[src/rtl/spi_slave_shifter.sv]
// rtl/spi_slave_shifter.sv - SPI slave serial engine with one-entry tx buffer
// Synchronises SCK/SS/MOSI into pclk, shifts one WIDTH-bit frame per SS window slot.
module spi_slave_shifter #(
  parameter int WIDTH = 8
) (
  input  logic             pclk,
  input  logic             presetn,
  input  logic             cpol,
  input  logic             cpha,
  input  logic             lsbfe,
  input  logic             sclkin,
  input  logic             ssin,
  input  logic             mosi,
  output logic             miso,
  output logic             misooe,
  input  logic [WIDTH-1:0] txdata,
  input  logic             txload,
  output logic             txempty,
  output logic             txunderrun,
  output logic [WIDTH-1:0] rxdata,
  output logic             rxvalid,
  output logic             busy
);

  localparam int CW = $clog2(WIDTH + 1);
  localparam logic [CW-1:0] LAST = CW'(WIDTH - 1);

  typedef enum logic {IDLE, ACTIVE} state_e;

  logic sck_s1_q, sck_s2_q, sck_s3_q;
  logic ss_s1_q, ss_s2_q, ss_s3_q;
  logic mosi_s1_q, mosi_s2_q;

  state_e           state_q, state_d;
  logic [WIDTH-1:0] tx_sr_q, tx_sr_d;
  logic [WIDTH-1:0] rx_sr_q, rx_sr_d;
  logic [CW-1:0]    cnt_q, cnt_d;
  logic             skip_q, skip_d;
  logic [WIDTH-1:0] txbuf_q, txbuf_d;
  logic             txempty_q, txempty_d;
  logic [WIDTH-1:0] rxdata_q, rxdata_d;
  logic             rxvalid_q, rxvalid_d;
  logic             txunderrun_q, txunderrun_d;

  logic sck_rise, sck_fall, lead_edge, trail_edge, sample_edge, shift_edge, ss_fall;
  logic frame_load;
  logic [WIDTH-1:0] rx_next;

  always_ff @(posedge pclk or negedge presetn) begin
    if (!presetn) begin
      sck_s1_q  <= 1'b0;
      sck_s2_q  <= 1'b0;
      sck_s3_q  <= 1'b0;
      ss_s1_q   <= 1'b1;
      ss_s2_q   <= 1'b1;
      ss_s3_q   <= 1'b1;
      mosi_s1_q <= 1'b0;
      mosi_s2_q <= 1'b0;
    end else begin
      sck_s1_q  <= sclkin;
      sck_s2_q  <= sck_s1_q;
      sck_s3_q  <= sck_s2_q;
      ss_s1_q   <= ssin;
      ss_s2_q   <= ss_s1_q;
      ss_s3_q   <= ss_s2_q;
      mosi_s1_q <= mosi;
      mosi_s2_q <= mosi_s1_q;
    end
  end

  assign sck_rise    = sck_s2_q & ~sck_s3_q;
  assign sck_fall    = ~sck_s2_q & sck_s3_q;
  assign lead_edge   = cpol ? sck_fall : sck_rise;
  assign trail_edge  = cpol ? sck_rise : sck_fall;
  assign sample_edge = cpha ? trail_edge : lead_edge;
  assign shift_edge  = cpha ? lead_edge : trail_edge;
  assign ss_fall     = ~ss_s2_q & ss_s3_q;

  always_comb begin
    state_d      = state_q;
    tx_sr_d      = tx_sr_q;
    rx_sr_d      = rx_sr_q;
    cnt_d        = cnt_q;
    skip_d       = skip_q;
    txbuf_d      = txbuf_q;
    txempty_d    = txempty_q;
    rxdata_d     = rxdata_q;
    rxvalid_d    = 1'b0;
    txunderrun_d = 1'b0;
    frame_load   = 1'b0;
    rx_next      = lsbfe ? {mosi_s2_q, rx_sr_q[WIDTH-1:1]} : {rx_sr_q[WIDTH-2:0], mosi_s2_q};

    if (txload && txempty_q) begin
      txbuf_d   = txdata;
      txempty_d = 1'b0;
    end

    case (state_q)
      IDLE: begin
        if (ss_fall) begin
          state_d    = ACTIVE;
          frame_load = 1'b1;
        end
      end
      ACTIVE: begin
        if (ss_s2_q) begin
          state_d = IDLE;
          cnt_d   = '0;
          tx_sr_d = '0;
          rx_sr_d = '0;
        end else if (sample_edge) begin
          rx_sr_d = rx_next;
          cnt_d   = cnt_q + 1'b1;
          if (cnt_q == LAST) begin
            rxdata_d   = rx_next;
            rxvalid_d  = 1'b1;
            frame_load = 1'b1;
          end
        end else if (shift_edge) begin
          // With cpha=1 the first bit is already on MISO, so the first shift edge only arms shifting
          if (skip_q) begin
            skip_d = 1'b0;
          end else begin
            tx_sr_d = lsbfe ? {1'b0, tx_sr_q[WIDTH-1:1]} : {tx_sr_q[WIDTH-2:0], 1'b0};
          end
        end
      end
      default: state_d = IDLE;
    endcase

    // Load sees the pre-cycle buffer state, so a coincident txload still counts as an underrun
    if (frame_load) begin
      cnt_d        = '0;
      skip_d       = cpha;
      txunderrun_d = txempty_q;
      if (txempty_q) begin
        tx_sr_d = '0;
      end else begin
        tx_sr_d   = txbuf_q;
        txempty_d = 1'b1;
      end
    end
  end

  always_ff @(posedge pclk or negedge presetn) begin
    if (!presetn) begin
      state_q      <= IDLE;
      tx_sr_q      <= '0;
      rx_sr_q      <= '0;
      cnt_q        <= '0;
      skip_q       <= 1'b0;
      txbuf_q      <= '0;
      txempty_q    <= 1'b1;
      rxdata_q     <= '0;
      rxvalid_q    <= 1'b0;
      txunderrun_q <= 1'b0;
    end else begin
      state_q      <= state_d;
      tx_sr_q      <= tx_sr_d;
      rx_sr_q      <= rx_sr_d;
      cnt_q        <= cnt_d;
      skip_q       <= skip_d;
      txbuf_q      <= txbuf_d;
      txempty_q    <= txempty_d;
      rxdata_q     <= rxdata_d;
      rxvalid_q    <= rxvalid_d;
      txunderrun_q <= txunderrun_d;
    end
  end

  assign busy       = (state_q == ACTIVE);
  assign misooe     = busy;
  assign miso       = lsbfe ? tx_sr_q[0] : tx_sr_q[WIDTH-1];
  assign txempty    = txempty_q;
  assign txunderrun = txunderrun_q;
  assign rxdata     = rxdata_q;
  assign rxvalid    = rxvalid_q;

endmodule
[config.mk]
export PLATFORM = sky130hd
export DESIGN_NAME = spi_slave_shifter
export DESIGN_NICKNAME = d
export VERILOG_FILES = /design/src/rtl/spi_slave_shifter.sv
export SDC_FILE = /design/constraint.sdc
export NUM_CORES = 1
export LEC_CHECK = 0
export ABC_AREA = 1
export CAP_MARGIN = 20
export CORE_MARGIN = 3
export CORE_UTILIZATION = 53
export CTS_BUF_LIST = sky130_fd_sc_hd__clkbuf_16
export DETAILED_ROUTE_END_ITERATION = 7
export HOLD_SLACK_MARGIN = 0.02
export PLACE_DENSITY = 0.77
export SYNTH_ARGS = -nofsm -noshare
export SYNTH_HDL_FRONTEND = slang
export SYNTH_SLANG_ARGS = --single-unit
[constraint.sdc]
create_clock -name pclk -period 2.05 [get_ports pclk]
set_input_delay 0.205 -clock pclk [delete_from_list [all_inputs] [get_ports pclk]]
set_output_delay 0.205 -clock pclk [all_outputs]
set_load 0.02 [all_outputs]
### Yosys cells after proc, flatten, opt, wreduce, memory -nomap -nowiden

Cells that the tools add are included.
W data, S select, Z words.

* bits in registers: 49
* input port bits: 17
* output and inout bits: 14
* logic and storage cells: 79

* $add $sub $neg: 1
* equality and inequality tests: 5
* muxes and demuxes: 37
* bitwise gates (word level): 7
* reductions and logical operators: 11

Operator list (number)
* $mux W8: 11
* $mux W1: 20
* $mux W4: 4
* $reduce_and A4 Y1: 3
* $ne A3 B2 Y1 const B: 2
* $reduce_bool A2 Y1: 3
* $reduce_bool A3 Y1: 2
* $add A4 B1 Y4 const B: 1
* $eq A4 B3 Y1 const B: 1
* $ne A2 B1 Y1 const B: 2
* $not A1 Y1: 4
* $pmux W1 S2: 2
* $reduce_and A2 Y1: 2
* $and A1 B1 Y1: 3
* $logic_and A1 B1 Y1: 1

### Longest topological paths before layout

Gate-level depths: netlist of run 1.

* depth after elaboration: 9
* gate-level depth with buffers: 11

### Least setup slack after synthesis of run 1

OpenSTA, ideal clock, no wires.

* path kind: reg2reg
* start: reg cnt_q[0]
* end: reg tx_sr_q[6]
* data arrival time: 1.390 ns
* required time: 1.929 ns
* slack: 0.539 ns
* cell stages (with the launch flop): 12
* period minus slack after synthesis: 1.511 ns
* cells stage by stage: dfrtp_1 ha_1 nand3b_1 nor2_4 nand3_4 nand2_4 inv_2 buf_6 nand2_1 nand2_1 nand2_1 nand2_1

* longest elaborated chain between the ends: 7
* elaborated cells on any way between the ends: 11
* classes of those cells: eq/ne (3); mux (5); reduce/logical (3)

Ends and longest elaborated chain
* from (decl): RTL line 37 `logic [CW-1:0] cnt_q, cnt_d;`
* from (signal assigned): RTL line 161 `cnt_q <= cnt_d;`
* $eq A4 B3 Y1 (*): RTL line 114 `if (cnt_q == LAST) begin`
* $mux W1 (*): RTL line 114
* $mux W1 (*): RTL line 111 `end else if (sample_edge) begin`
* $mux W1 (*): RTL line 106 `if (ss_s2_q) begin`
* $pmux W1 S2 (*): RTL line 98 `case (state_q)`
* $ne A3 B2 Y1 (no line) (tied with other cells)
* $reduce_and A4 Y1 (no line)
* to (signal assigned): RTL line 159 `tx_sr_q <= tx_sr_d;`
* to (decl): RTL line 35 `logic [WIDTH-1:0] tx_sr_q, tx_sr_d;`

Mark *: on every way between the ends. The rest lies on a longest branch, timed or not.
A chain may end at the register's enable or synchronous reset.

### Worst setup path after layout of run 1

* start: reg cnt_q[0]
* end: reg tx_sr_q[0]

The elaborated chain is that of the path after synthesis.

==> results.cfg, run 1 <==
[run_status]
outcome = completed

[synthesis]
synth_area_leader_cell = dfrtp_1
synth.distinct_cells = 30
synth.most_common_cell = nand2_1
ys_top_cells_by_area = dfrtp_1, nand2_1, inv_1, dfstp_2, nand3_1
ys_ff_latch = 49
yosysTopAreaCellShare = 0.488
ys.flop_type = dfrtp_1
seq_area_frac_synth = 0.534
netlist_top_cells_count = nand2_1, dfrtp_1, inv_1
synth_edf_count = 0
yosysWarnings = 0
synth_area_um2 = 2310
synthesis.nets = 272
synthCells = 254
synth.avg_cell_area_um2 = 9.08
synthArstFlopShare = 1.00

[routing]
vias = 1783
drt_pre_antenna_iters = 4
drt-total-wl_mm = 4.24
via_per_inst = 5.26
drc_errors = 0
avgRoutedWirePerCell_um = 12.5
drt-initial-drc-count = 120
antenna_left = 0

[global_routing]
grt_use_total = 0.194
gr-total-overflow = 0
grt_max_degree = 50
grt_pass1_wl_mm = 7.96
first_global_vias = 1781
antenna_found_initial = 0

[critical_path]
critical_path.max_fanout = 13
worstSetupPathType = register to register
slowest_stage = dfrtp_1
arrival_ns = 1.86
r2r_slack_ns = 0.36
crit_top_cell = nand2_1
cp-end-kind = register
crit_family = simple AND/OR/NAND/NOR gates
cp.required_ns = 2.22
r2r_end = tx_sr_q[0]$_DFFE_PN0P_
path_cells = ha_1 > nand3b_1 > nor2_4 > nand3_4 > nand2_4 > inv_2 > nand2_1 > nand2_1 > nand2_1 > nand2_1
worst-path-buf-inv = 1
cp-startpoint = cnt_q[0]$_DFFE_PN0P_
reg2reg_depth = 10
cp_slowest_stage_delay_ns = 0.39
crit_path_start_kind = register
regToRegStartpoint = cnt_q[0]$_DFFE_PN0P_

[placed_design]
numPortBuffers = 30
place_congestion = 0.812
hpwl_mm = 3.06
pre_cts_slack_ns = 0.227

[sta]
drv_slew = 0
final_hold_viol_count = 0
worstMarginPinSlew_ns = 0.596
fmax_ghz = 0.592
timing.final.ws_setup_ns = 0.361
finClkSkew_ns = 0.00514
fin_tns_setup_ns = 0
slew_headroom = 0.602
period_share = 0.824
rsz0062_at_grt = false
setup_viol = 0
period_minus_slack_ns = 1.69

[clock_tree]
postCtsSetupBuffers = 0
clockRootBuffer = clkbuf_16
clkLatencyLatePin_ns = 0.28
clk_path_buf_depth = 2
cts_resized = 0
numCtsBuffers = 5
hold_buffers = 0
cts_htree_levels = 2
clkSinkCount = 49
cts_tree = built
cts.clk_slew.worst_paths_ns = 0.06

[pwr]
ir_drop_mv = 0.532
power_leakage_nw = 1.29
p_per_area_nw_per_um2 = 918

[floorplan]
num_rows = 23
start_util = 0.565
die_y_um = 72.0
die-area_um2 = 5180
core-area_um2 = 4090
io_pins = 31
die_w_um = 72.0

[run]
maxCapViolCount = 0

[finish]
final_nets = 306
n_antenna_cell = 0
post-route-util = 0.682
drive_gt1_frac = 0.135
syn_to_final_growth_pct = 20.7

[min_path]
hold_class = primary input to async pin
## per-stage QoR
stage | hold slack, ns | std cells | instance area [um^2] | total power, W
after floorplan | -0.0906 | 254 | 2310 | 0.00163
after global placement | 0.332 | 331 | 2650 | 0.00179
after detailed placement | 0.335 | 331 | 2650 | 0.00181
after CTS | 0.0420 | 339 | 2790 | 0.00259
after global routing | 0.0687 | 339 | 2790 | 0.00273
final | 0.0117 | 339 | 2790 | 0.00256
## layout by cell type, fill, tap and decap left out, types with 3 or more instances in the layout
cell type	Yosys	final
nand2_1	69	69
dfrtp_1	45	45
inv_1	32	33
clkdlybuf4s50_1	0	29
nand3_1	19	19
o21ai_0	18	18
o22ai_1	13	13
mux2_2	8	8
o21bai_1	8	8
nor2_1	6	6
clkbuf_16	0	5
o21ai_1	4	4
dfstp_2	4	4
nand3_2	3	3
nor2_4	3	3
buf_4	1	3
## registers in the layout (all words and copies together) (netlist names)
signal and count:
txunderrun 1, ss_s2_q 1, skip_q 1, ss_s3_q 1, sck_s3_q 1, cnt_q 4
rx_sr_q 8, txempty 1, sck_s2_q 1, mosi_s2_q 1, tx_sr_q 8, rxdata 8
rxvalid 1, sck_s1_q 1, busy 1, txbuf_q 8, mosi_s1_q 1, ss_s1_q 1
## report_power, final
group          total, W  internal (W)  leakage (nW)  switching [W]
Sequential      0.00124       0.00115         0.631      0.0000922
Combinational  0.000555      0.000252         0.585       0.000302
Clock          0.000766      0.000443        0.0748       0.000323
Total           0.00256       0.00184          1.29       0.000718
## cell type report
type,instances,area [um^2]
timing repair buffer,33,318
sequential,49,1230
tap,50,62.6
fill,338,1300
clock inverter,3,13.8
multi-input combinational,164,901
clock buffer,5,125
inverter,35,134
## logic make-up (layout without fill, tap and decap cells)
| logic type | after synthesis | after routing | share of synthesized area |
|---|---|---|---|
| flip-flops | 49 | 49 | 0.534 |
| buffers and inverters | 41 | 76 | 0.0759 |
| AO/OA/AOI/OAI | 45 | 45 | 0.119 |
| AND/OR/NAND/NOR | 109 | 109 | 0.223 |
| adder cells (fa/ha/maj) | 1 | 1 | 0.00542 |
| multiplexers | 8 | 8 | 0.0390 |
| XOR/XNOR | 1 | 1 | 0.00380 |
## metal layers
layer / part of all wire / track usage / up-vias
li1: - / - / 891
met1: 0.46 / 0.267 / 831
met2: 0.48 / 0.310 / 56
met3: 0.053 / 0.0332 / 5
met4: 0.012 / 0.0689 / 0
met5: 0 / 0 / -
## worst max-delay path by stage
stage	to	slack, ns	cells after the start
detailed placement	tx_sr_q[2]$_DFFE_PN0P_	0.23	10
global route	tx_sr_q[0]$_DFFE_PN0P_	0.20	10
finish	tx_sr_q[0]$_DFFE_PN0P_	0.36	10
CTS	miso	0.35	3
global placement	tx_sr_q[3]$_DFFE_PN0P_	0.29	10
floorplan	tx_sr_q[6]$_DFFE_PN0P_	0.54	11
Power figures use the tool's default switching activity.
==> run 2: changes to the inputs <==
==> constraint.sdc (replaced) <==
create_clock -name pclk -period 1.65 [get_ports pclk]
set_input_delay 0.165 -clock pclk [delete_from_list [all_inputs] [get_ports pclk]]
set_output_delay 0.165 -clock pclk [all_outputs]
set_load 0.02 [all_outputs]
==> results.cfg, run 2 (synthesis results as in run 1) <==
[run_status]
outcome = completed

[floorplan]
die-area_um2 = 5180
num_rows = 23
core-area_um2 = 4090
die_w_um = 72.0
io_pins = 31
start_util = 0.565
die_y_um = 72.0

[routing]
avgRoutedWirePerCell_um = 12.8
via_per_inst = 5.21
drt-initial-drc-count = 89
drc_errors = 0
antenna_left = 0
vias = 1846
drt-total-wl_mm = 4.52
drt_pre_antenna_iters = 4

[sta]
holdWs_ns = 0.282
fin_tns_setup_ns = 0
fmax_ghz = 0.620
final_hold_viol_count = 0
drv_slew = 0
rsz0062_at_grt = true
period_minus_slack_ns = 1.61
finClkSkew_ns = 0.00222
worstMarginPinSlew_ns = 0.359
slew_headroom = 0.760
period_share = 0.978
setup_viol = 0

[critical_path]
worst-path-buf-inv = 1
crit_top_cell = nor2_4
crit_family = simple AND/OR/NAND/NOR gates
r2r_slack_ns = 0.04
arrival_ns = 1.78
critical_path.max_fanout = 6
cp_slowest_stage_delay_ns = 0.37
cp.depth = 9
cp-startpoint = cnt_q[1]$_DFFE_PN0P_
setup.worst_path.end = tx_sr_q[1]$_DFFE_PN0P_
cp.required_ns = 1.82
path_cells = ha_2 > nand3b_1 > nor2_4 > nand3_4 > nand2_4 > nor2_4 > buf_4 > o21bai_1 > nand2_1
r2r_end = tx_sr_q[1]$_DFFE_PN0P_
crit_path_start_kind = register
reg2reg_depth = 9
slowest_stage = dfrtp_1
regToRegStartpoint = cnt_q[1]$_DFFE_PN0P_
worstSetupPathType = register to register
cp-end-kind = register

[pwr]
ir_drop_mv = 0.857
p_switching_w = 0.000920
power_frac_seq = 0.475
total_power_w = 0.00325
pwr-share-clk = 0.293
p_comb_frac = 0.232
intPower_w = 0.00233
switching_share = 0.284
p_per_area_nw_per_um2 = 1110
power_leakage_nw = 1.39

[finish]
n_antenna_cell = 0
final_area_um2 = 2930
final_nets = 321
final_common_cell = nand2_1
fin_cells = 354
final_cell_mix = nand2_1, dfrtp_1, inv_1
drive_gt1_frac = 0.181
final.fill_count = 313
seqCellArea_um2 = 1230
multi_input_area_um2 = 920
syn_to_final_growth_pct = 27.1

[run]
maxCapViolCount = 0

[clock_tree]
cts.clk_slew.worst_paths_ns = 0.06
numCtsBuffers = 5
clkLatencyLatePin_ns = 0.28
clk_path_buf_depth = 2
clkSinkCount = 49
cts_htree_levels = 2
cts_tree = built
clockRootBuffer = clkbuf_16

[global_routing]
grt_use_total = 0.191
grt_busiest_layer = met2
grt_pass1_wl_mm = 7.75
antenna_found_initial = 0
grt_max_degree = 50
met1_usage = 0.244
first_global_vias = 1769
use_met3 = 0.0429
grt_util_met2 = 0.314
gr-total-overflow = 0

[placed_design]
hpwl_mm = 3.22
numPortBuffers = 30
dpl_cell_area_um2 = 2730
placed_cells = 341
place_congestion = 0.840

[min_path]
hold_class = primary input to register
-- run 2: worst register-to-register path, cell delays in order (launching register included) --
cell and delay, ns:
dfrtp_1 0.37, ha_2 0.19, nand3b_1 0.15, nor2_4 0.16, nand3_4 0.09, nand2_4 0.13
nor2_4 0.06, buf_4 0.14, o21bai_1 0.15, nand2_1 0.07
-- run 2: cell type report --
type                            instances  area share
Sequential cell                        49       0.420
Inverter                               35      0.0465
Clock buffer                            5      0.0427
Clock inverter                          3     0.00469
Multi-Input combinational cell        165       0.314
Tap cell                               50      0.0213
Timing Repair Buffer                   47       0.151
-- run 2: power by group through the flow --
stage / clock network (W) / registers (W) / logic [W]
5_1_grt: 0.00102 / 0.00156 / 0.000848
3_3_place_gp: 0 / 0.00155 / 0.000716
6_report: 0.000952 / 0.00154 / 0.000753
4_1_cts: 0.000978 / 0.00154 / 0.000737
3_5_place_dp: 0 / 0.00156 / 0.000734
2_1_floorplan: 0 / 0.00154 / 0.000481
-- run 2: stage by stage --
step	util	setup slack, ns
after floorplan	-	0.139
after global placement	0.669	-0.0366
after detailed placement	0.669	-0.0617
after CTS	0.705	0.0234
after global routing	0.718	-0.0730
final	0.718	0.0359
-- run 2: timing repair --
item                       CTS  global route
pin swaps                    0             9
gates cloned                 0             2
hold endpoints to repair    45             0
resized for setup            1             8
hold buffers                 1             0
setup buffers                0             2
setup endpoints to repair    1            12
-- run 2: how the worst min path moves through the flow --
stage,slack (ns),to,from,cells after the start
global route,0.29,ss_s1_q$_DFF_PN1_,ssin,1
detailed placement,0.18,rxdata[2]$_DFFE_PN0P_,presetn,2
CTS,0.28,ss_s1_q$_DFF_PN1_,ssin,1
finish,0.28,ss_s1_q$_DFF_PN1_,ssin,1
floorplan,-0.13,busy$_DFF_PN0_,presetn,0
global placement,0.17,rxdata[1]$_DFFE_PN0P_,presetn,2
-- run 2: per-layer routing --
layer  part of all wire  vias to the layer above
li1                   -                      930
met1               0.43                      840
met2               0.49                       63
met3              0.056                       13
met4              0.024                        0
met5                  0                        -
==> run 3: changes to the inputs <==
--- a/config.mk
+++ b/config.mk
@@ -10,9 +10,11 @@
 export CORE_MARGIN = 3
 export CORE_UTILIZATION = 53
 export CTS_BUF_LIST = sky130_fd_sc_hd__clkbuf_16
+export CTS_CLUSTER_SIZE = 24
 export DETAILED_ROUTE_END_ITERATION = 7
 export HOLD_SLACK_MARGIN = 0.02
 export PLACE_DENSITY = 0.77
+export REMOVE_ABC_BUFFERS = 1
 export SYNTH_ARGS = -nofsm -noshare
 export SYNTH_HDL_FRONTEND = slang
 export SYNTH_SLANG_ARGS = --single-unit
==> results.cfg, run 3 (synthesis results as in run 1) <==
[critical_path]
critical_path.max_fanout = 7
slowest_stage = dfrtp_1
arrival_ns = 1.81
worst-path-buf-inv = 1
worstSetupPathType = register to register
cp-end-kind = register
crit_family = simple AND/OR/NAND/NOR gates
cp_slowest_stage_delay_ns = 0.37
regToRegStartpoint = cnt_q[1]$_DFFE_PN0P_
path_cells = ha_2 > nand3b_1 > nor2_4 > nand3_4 > nand3_2 > nand2_4 > buf_4 > o21bai_1 > nand2_1
crit_path_start_kind = register
cp.required_ns = 1.82
cp-startpoint = cnt_q[1]$_DFFE_PN0P_

[clock_tree]
cts_htree_levels = 2
clockRootBuffer = clkbuf_16
cts.clk_slew.worst_paths_ns = 0.06
clk_path_buf_depth = 2
numCtsBuffers = 5
clkSinkCount = 49
cts_tree = built
clkLatencyLatePin_ns = 0.29

[placed_design]
hpwl_mm = 3.36
place_congestion = 0.844
numPortBuffers = 30
placed_cells = 342

[finish]
syn_to_final_growth_pct = 28.4
n_antenna_cell = 0
fin_cells = 354
final_common_cell = nand2_1
final_nets = 321
drive_gt1_frac = 0.184
final_cell_mix = nand2_1, dfrtp_1, inv_1

[pwr]
switching_share = 0.277
ir_drop_mv = 0.781
p_comb_frac = 0.221
total_power_w = 0.00345
pwr-share-clk = 0.332
power_frac_seq = 0.447
p_per_area_nw_per_um2 = 1160
p_switching_w = 0.000957
power_leakage_nw = 1.39
intPower_w = 0.00249

[routing]
antenna_left = 0
drc_errors = 0
drt-initial-drc-count = 128
drt_pre_antenna_iters = 4
drt-met1-wl_mm = 2.19
met3_length_um = 183
dr.max_layer_used = met4
vias = 1830
dr_wl_met2_mm = 2.44
avgRoutedWirePerCell_um = 13.7
drt-total-wl_mm = 4.85
via_per_inst = 5.17

[min_path]
min-delay-start = ssin
hold_class = primary input to register

[global_routing]
grt_max_degree = 24
antenna_found_initial = 0
first_global_vias = 1774
gr-total-overflow = 0
grt_use_total = 0.199
grt_pass1_wl_mm = 8.19

[sta]
finClkSkew_ns = 0.00628
setup_viol = 0
final_hold_viol_count = 0
drv_slew = 0
slew_headroom = 0.771
period_share = 0.996
worstMarginPinSlew_ns = 0.343
fmax_ghz = 0.608
fin_tns_setup_ns = 0
holdWs_ns = 0.280
rsz0062_at_grt = true
period_minus_slack_ns = 1.64

[floorplan]
die_y_um = 72.0
num_rows = 23
die-area_um2 = 5180
die_w_um = 72.0
start_util = 0.565
io_pins = 31
core-area_um2 = 4090

[run]
maxCapViolCount = 0

[run_status]
outcome = completed
==> run 3: worst reg2reg max path, stage by stage, from the launching register on <==
cell	delay, ns
dfrtp_1	0.37
ha_2	0.19
nand3b_1	0.16
nor2_4	0.15
nand3_4	0.11
nand3_2	0.09
nand2_4	0.09
buf_4	0.15
o21bai_1	0.15
nand2_1	0.06
==> run 3: path summary, 6_finish.rpt <==
check,endpoint,slack (ns),cells past startpoint
min in group asynchronous,rx_sr_q[4]$_DFFE_PN0P_,0.31,2
max in group asynchronous,tx_sr_q[3]$_DFFE_PN0P_,0.83,3
worst max-delay path,tx_sr_q[4]$_DFFE_PN0P_,0.006,9
worst max register to register,tx_sr_q[4]$_DFFE_PN0P_,0.006,9
worst min-delay path,ss_s1_q$_DFF_PN1_,0.28,1
worst min register to register,sck_s2_q$_DFF_PN0_,0.35,0
==> run 3: through the flow <==
step | instance area (um^2) | utilization | worst slack (ns)
final | 2960 | 0.725 | 0.00579
after global routing | 2960 | 0.725 | -0.133
after CTS | 2920 | 0.714 | 0.00403
after detailed placement | 2740 | 0.671 | -0.0809
after global placement | 2740 | 0.671 | -0.0459
after floorplan | 2270 | - | 0.0269
==> run 3: metal layers <==
layer  up-vias  track usage
met1       869        0.270
met5         -            0
met3         4       0.0471
met4         0       0.0480
li1        923            -
met2        34        0.326
==> run 3: cell type report <==
cell class                      count  area (um^2)
Sequential cell                    49         1230
Timing Repair Buffer               48          452
Inverter                           35          134
Clock inverter                      3         42.5
Tap cell                           50         62.6
Clock buffer                        5          125
Fill cell                         307         1120
Multi-Input combinational cell    164          916
==> run 3: what timing repair did <==
item                                    CTS  global route
hold endpoints to repair                 12             0
endpoints found under the setup margin    1            15
resized for setup                         1             6
pin swaps                                 0             4
buffers inserted                          0             3
hold buffers                              1             0
==> run 3: power groups by stage <==
stage	sequential, W	combinational (W)	clock (W)
after floorplan	0.00155	0.000462	0
after global placement	0.00155	0.000716	0
after detailed placement	0.00156	0.000734	0
after CTS	0.00154	0.000737	0.00116
final	0.00154	0.000764	0.00115
after global routing	0.00156	0.000851	0.00122
